<file path="src/rtl/cs_pkg.sv">
// Shared constants and types for the CS smoothing core and its output-side stages.
package cs_pkg;

    localparam int unsigned CS_X_W    = 8;
    localparam int unsigned CS_Y_W    = 10;
    localparam int unsigned CS_WINDOW = 9;
    localparam int unsigned CS_WARMUP = CS_WINDOW - 1;

    typedef logic [CS_Y_W-1:0] cs_y_t;

endpackage

</file>
<file path="src/rtl/cs_sync_fifo.sv">
// Synchronous FIFO with an explicit occupancy counter and a registered head word
// (no fall-through: a write into an empty FIFO is visible one cycle later).
module cs_sync_fifo #(
    parameter int unsigned W     = 10,
    parameter int unsigned DEPTH = 16
) (
    input  logic                   clk,
    input  logic                   i_rst,
    input  logic                   i_push,
    input  logic                   i_pop,
    input  logic [W-1:0]           i_din,
    output logic [W-1:0]           o_dout,
    output logic                   o_valid,
    output logic                   o_full,
    output logic [$clog2(DEPTH):0] o_fill
);

    localparam int unsigned AW        = $clog2(DEPTH);
    localparam logic [AW:0] FILL_FULL = (AW+1)'(DEPTH);
    localparam logic [AW:0] FILL_ONE  = (AW+1)'(1);

    logic [W-1:0]  r_mem [DEPTH];
    logic [AW-1:0] r_wr_ptr;
    logic [AW-1:0] r_rd_ptr;
    logic [AW:0]   r_fill;
    logic          r_valid;
    logic [W-1:0]  r_head;

    logic          w_full;
    logic          w_pop;
    logic          w_push;
    logic [AW-1:0] w_rd_next;
    logic [AW:0]   w_fill_nxt;

    assign w_full    = (r_fill == FILL_FULL);
    assign w_pop     = i_pop & r_valid;
    assign w_push    = i_push & (~w_full | w_pop);
    assign w_rd_next = r_rd_ptr + AW'(1);

    always_comb begin
        w_fill_nxt = r_fill;
        if (w_push && !w_pop) begin
            w_fill_nxt = r_fill + FILL_ONE;
        end else if (w_pop && !w_push) begin
            w_fill_nxt = r_fill - FILL_ONE;
        end
    end

    always_ff @(posedge clk) begin
        if (w_push && !i_rst) begin
            r_mem[r_wr_ptr] <= i_din;
        end
    end

    always_ff @(posedge clk) begin
        if (i_rst) begin
            r_wr_ptr <= '0;
            r_rd_ptr <= '0;
            r_fill   <= '0;
            r_valid  <= 1'b0;
            r_head   <= '0;
        end else begin
            r_fill  <= w_fill_nxt;
            r_valid <= (w_fill_nxt != '0);
            if (w_push) begin
                r_wr_ptr <= r_wr_ptr + AW'(1);
            end
            if (w_pop) begin
                r_rd_ptr <= w_rd_next;
            end
            // Head reload: the next stored entry, or the incoming word when it is the only one left.
            if (w_pop) begin
                if (r_fill > FILL_ONE) begin
                    r_head <= r_mem[w_rd_next];
                end else if (w_push) begin
                    r_head <= i_din;
                end
            end else if (r_fill == '0 && w_push) begin
                r_head <= i_din;
            end
        end
    end

    assign o_dout  = r_head;
    assign o_valid = r_valid;
    assign o_full  = w_full;
    assign o_fill  = r_fill;

endmodule

</file>
<file path="src/rtl/cs_y_buffer.sv">
// Output stage after the CS core: drops warm-up results, then buffers valid Y
// samples in a FIFO drained over a valid/ready handshake.
module cs_y_buffer
    import cs_pkg::*;
#(
    parameter int unsigned Y_W    = CS_Y_W,
    parameter int unsigned DEPTH  = 16,
    parameter int unsigned WARMUP = CS_WARMUP
) (
    input  logic                   clk,
    input  logic                   reset,
    input  logic                   clr,
    input  logic [Y_W-1:0]         y_in,
    input  logic                   y_en,
    output logic [Y_W-1:0]         out_data,
    output logic                   out_valid,
    input  logic                   out_ready,
    output logic [$clog2(DEPTH):0] fill,
    output logic                   warm,
    output logic                   overflow
);

    localparam int unsigned WCNT_W   = (WARMUP > 0) ? $clog2(WARMUP + 1) : 1;
    localparam int unsigned WLAST    = (WARMUP > 0) ? WARMUP - 1 : 0;
    localparam logic        WARM_RST = (WARMUP == 0);

    logic [WCNT_W-1:0] r_wcnt;
    logic              r_warm;
    logic              r_overflow;

    logic              w_rst;
    logic              w_push_req;
    logic              w_pop;
    logic              w_full;
    logic              w_drop;
    logic              w_valid;

    assign w_rst      = reset | clr;
    assign w_push_req = r_warm & y_en;
    assign w_pop      = w_valid & out_ready;
    // A full FIFO still takes the push when the head leaves in the same cycle.
    assign w_drop     = w_push_req & w_full & ~w_pop;

    always_ff @(posedge clk) begin
        if (w_rst) begin
            r_wcnt     <= '0;
            r_warm     <= WARM_RST;
            r_overflow <= 1'b0;
        end else begin
            if (!r_warm && y_en) begin
                if (r_wcnt == WCNT_W'(WLAST)) begin
                    r_warm <= 1'b1;
                end else begin
                    r_wcnt <= r_wcnt + 1'b1;
                end
            end
            if (w_drop) begin
                r_overflow <= 1'b1;
            end
        end
    end

    cs_sync_fifo #(
        .W     (Y_W),
        .DEPTH (DEPTH)
    ) u_fifo (
        .clk     (clk),
        .i_rst   (w_rst),
        .i_push  (w_push_req),
        .i_pop   (out_ready),
        .i_din   (y_in),
        .o_dout  (out_data),
        .o_valid (w_valid),
        .o_full  (w_full),
        .o_fill  (fill)
    );

    assign out_valid = w_valid;
    assign warm      = r_warm;
    assign overflow  = r_overflow;

endmodule

</file>
<file path="config.mk">
export PLATFORM = sky130hd
export DESIGN_NAME = cs_y_buffer
export DESIGN_NICKNAME = d
export VERILOG_FILES = /design/src/rtl/cs_pkg.sv /design/src/rtl/cs_sync_fifo.sv /design/src/rtl/cs_y_buffer.sv
export SDC_FILE = /design/constraint.sdc
export NUM_CORES = 1
export LEC_CHECK = 0
export ABC_AREA = 1
export CORE_ASPECT_RATIO = 0.7
export CORE_MARGIN = 1.5
export CORE_UTILIZATION = 55
export DETAILED_ROUTE_END_ITERATION = 8
export HOLD_SLACK_MARGIN = 0.03
export PLACE_DENSITY_LB_ADDON = 0.08
export SYNTH_ARGS = -nofsm -noshare
export SYNTH_HDL_FRONTEND = slang
export SYNTH_SLANG_ARGS = --single-unit
</file>
<file path="constraint.sdc">
create_clock -name clk -period 3.7 [get_ports clk]
set_input_delay 1.11 -clock clk [delete_from_list [all_inputs] [get_ports clk]]
set_output_delay 1.11 -clock clk [all_outputs]
set_load 0.03 [all_outputs]
</file>
==> summary.txt <==
Status
  – Status: finished clean

Yosys
  – Synth Register Bits: 190
  – Largest cells by area after synthesis: edfxtp_1 59%, nor2_1 9.3%, dfxtp_1 7.4%
  – Post-synth EDFFs: 160
  – Net Count, Synth: 784
  – Top-count cell post-synth: nor2_1
  – Synth Instances: 759
  – Cell area after synthesis: 8150 um^2
  – Seq/Total Area, Yosys: 0.664
  – Yosys top cell area share: 0.590
  – Asr flop ratio synth: 0
  – Synth Flop Type: edfxtp_1
  – Syn. warnings: 0
  – Post-Synthesis Mean Instance Area: 10.7 um^2
  – Leading area contributor after synthesis: edfxtp_1
  – Synth cell types: 34
  – Most common library cells after synthesis: 201 x nor2_1, 160 x edfxtp_1, 81 x nand2_1

Setup path
  – Crit path max-delay cell type: clkdlybuf4s50_1
  – CP endpoint kind: output pin
  – Crit start category: flip-flop
  – CP peak stage delay: 0.74 ns
  – Kind of cell adding the most delay to the critical path: buffers and inverters
  – Maximum fanout along the worst path: 7
  – Worst Path Required: 2.59 ns
  – Crit path kind: flip-flop to output pin
  – Cells along the critical path: clkdlybuf4s50_1
  – Worst Path Arrival: 1.69 ns
  – Worst Path Buf+Inv: 1

Placement
  – Final HPWL DP: 12800 um
  – Post-Place Cells: 979
  – GPL Wtd Cong: 0.921
  – Number of port buffers: 32

Timing
  – Peak Freq: 357 MHz
  – Fin. max-slew vios: 0
  – Final hold violations: 0
  – Final setup violating endpoints: 0
  – RSZ-0062 raised after global routing: false
  – Minimum clock period: 2.80 ns
  – Worst Skew: 0.00807 ns
  – Setup TNS: 0 ns
  – Final Cycle Share: 0.758
  – Slew @ Worst Pin: 0.885 ns
  – Slew HR: 0.410

Drt
  – Post-DR wirelength/cell: 19.2 um
  – Pre-Repair DR Iteration Count: 5
  – Via-per-instance ratio: 5.71
  – Via total after detailed routing: 5771
  – Routed Antenna Nets: 0
  – Number of DRC markers in iteration 0: 892
  – # DRC: 0
  – WL final: 19400 um

GRT
  – Most used routing layer: met2
  – Vias in the first global route: 5403
  – GRT Residual Overflow: 0
  – Met1 Resource Use GR: 0.390
  – Total Routing Usage GR: 0.264
  – Met3 usage: 0.0389
  – Initial antenna violation count: 0
  – Largest net degree at the start of global routing: 83
  – First-pass GRT wire length: 30100 um
  – M2 GR Usage: 0.398

CTS
  – CTS tree: done
  – CTS root buf: clkbuf_16
  – CTS Buf Count: 17
  – Postcts setup bufs: 0
  – Clock sinks: 190
  – Number of hold buffers added after cts: 0
  – CTS max path bufs: 2
  – Worst-skew pair later-pin latency: 0.43 ns
  – Reg clk slew, reported paths: 0.07 ns
  – CTS H-tree depth: 4
  – PostCTS Resize Cnt: 0

Job
  – Max-cap violation count: 0

Floorplanning
  – Die footprint: 15600 um^2
  – Core area: 14200 um^2
  – Die Width: 148 um
  – Site Rows: 36
  – Die Y: 105 um
  – Top Ports: 33
  – Initial Util: 0.574

Hold path
  – Hold Crit Class: flip-flop to flip-flop

Pwr
  – Pwr per Cell Area: 437 nW/um^2
  – Leak: 3.30 nW
  – Peak VDD IR: 0.000403 V

Finish
  – Share of layout cells above drive strength 1: 0.106
  – Fillers: 1125
  – Antenna diodes: 0
  – Fin nets: 833
  – Post-route insts no fill: 1011
  – Synth-to-layout area growth: 13.8%
==> logic make-up (layout without fill, tap and decap cells) <==
kind of cell             count (synthesis)  count (layout)  synth area share
AND/OR/NAND/NOR                        365             365             0.188
flip-flops                             190             190             0.664
AO/OA/AOI/OAI                          124             124            0.0822
buffers and inverters                   64             126            0.0424
adder cells (fa/ha/maj)                 10              10            0.0154
XOR/XNOR                                 6               6           0.00830
==> layout make-up <==
class,count,area (um^2),area share
clock inverter,10,65.1,0.00702
inverter,27,105,0.0113
tap,190,238,0.0256
sequential,190,5410,0.583
multi-input combinational,505,2390,0.258
timing repair buffer,67,596,0.0643
clock buffer,22,464,0.0501
==> worst paths after layout <==
kind / startpoint / endpoint / slack [ns] / cells past startpoint
setup / recovery: u_fifo.o_fill[3] / fill[3] / 0.90 / 1
hold / removal: overflow / overflow / 0.49 / 2
setup reg to reg: u_fifo.r_rd_ptr[0] / u_fifo.o_dout[7] / 1.02 / 8
hold reg to reg: overflow / overflow / 0.49 / 2
==> where the power goes <==
part	total (W)	internal [W]	switching [W]	leakage [nW]
clock	0.00165	0.000891	0.000758	0.252
combinational	0.0000826	0.0000280	0.0000546	1.37
sequential	0.00232	0.00232	0.000000869	1.68
total	0.00405	0.00323	0.000813	3.30
==> per-stage QoR <==
step	setup slack [ns]	utilization	hold WS, ns	total power (W)	area (um^2)
after global placement	0.653	0.616	0.472	0.00245	8740
after floorplan	0.798	-	0.442	0.00238	8150
final	0.895	0.653	0.487	0.00405	9270
after CTS	0.900	0.653	0.490	0.00406	9270
after global routing	0.790	0.653	0.515	0.00415	9270
after detailed placement	0.646	0.616	0.474	0.00245	8740
==> sequential cells by signal (all words and copies together) (netlist names) <==
name and flops:
u_fifo.r_wr_ptr 4, u_fifo.o_fill 5, warm 1, overflow 1
r_wcnt 4, u_fifo.r_mem 160, u_fifo.o_valid 1, u_fifo.o_dout 10
u_fifo.r_rd_ptr 4
==> metal layers <==
| metal | vias to the layer above | wire, um |
|---|---|---|
| met5 | - | 0 |
| met4 | 0 | 420 |
| met3 | 32 | 1340 |
| met2 | 227 | 8790 |
| met1 | 2788 | 8870 |
| li1 | 2724 | - |
==> layout by cell type, fill, tap and decap left out, types with 10 or more instances in the layout <==
cell / netlist / layout
a21oi_1: 10 / 10
buf_4: 10 / 34
clkbuf_16: 0 / 17
clkdlybuf4s50_1: 0 / 32
dfxtp_1: 30 / 29
edfxtp_1: 160 / 160
ha_1: 10 / 10
inv_1: 19 / 19
nand2_1: 81 / 81
nand3_1: 69 / 69
nor2_1: 201 / 201
o211ai_1: 11 / 11
o21ai_0: 68 / 68
o21ai_1: 22 / 22
o22ai_1: 10 / 10
(Power assumes the default switching activity.)
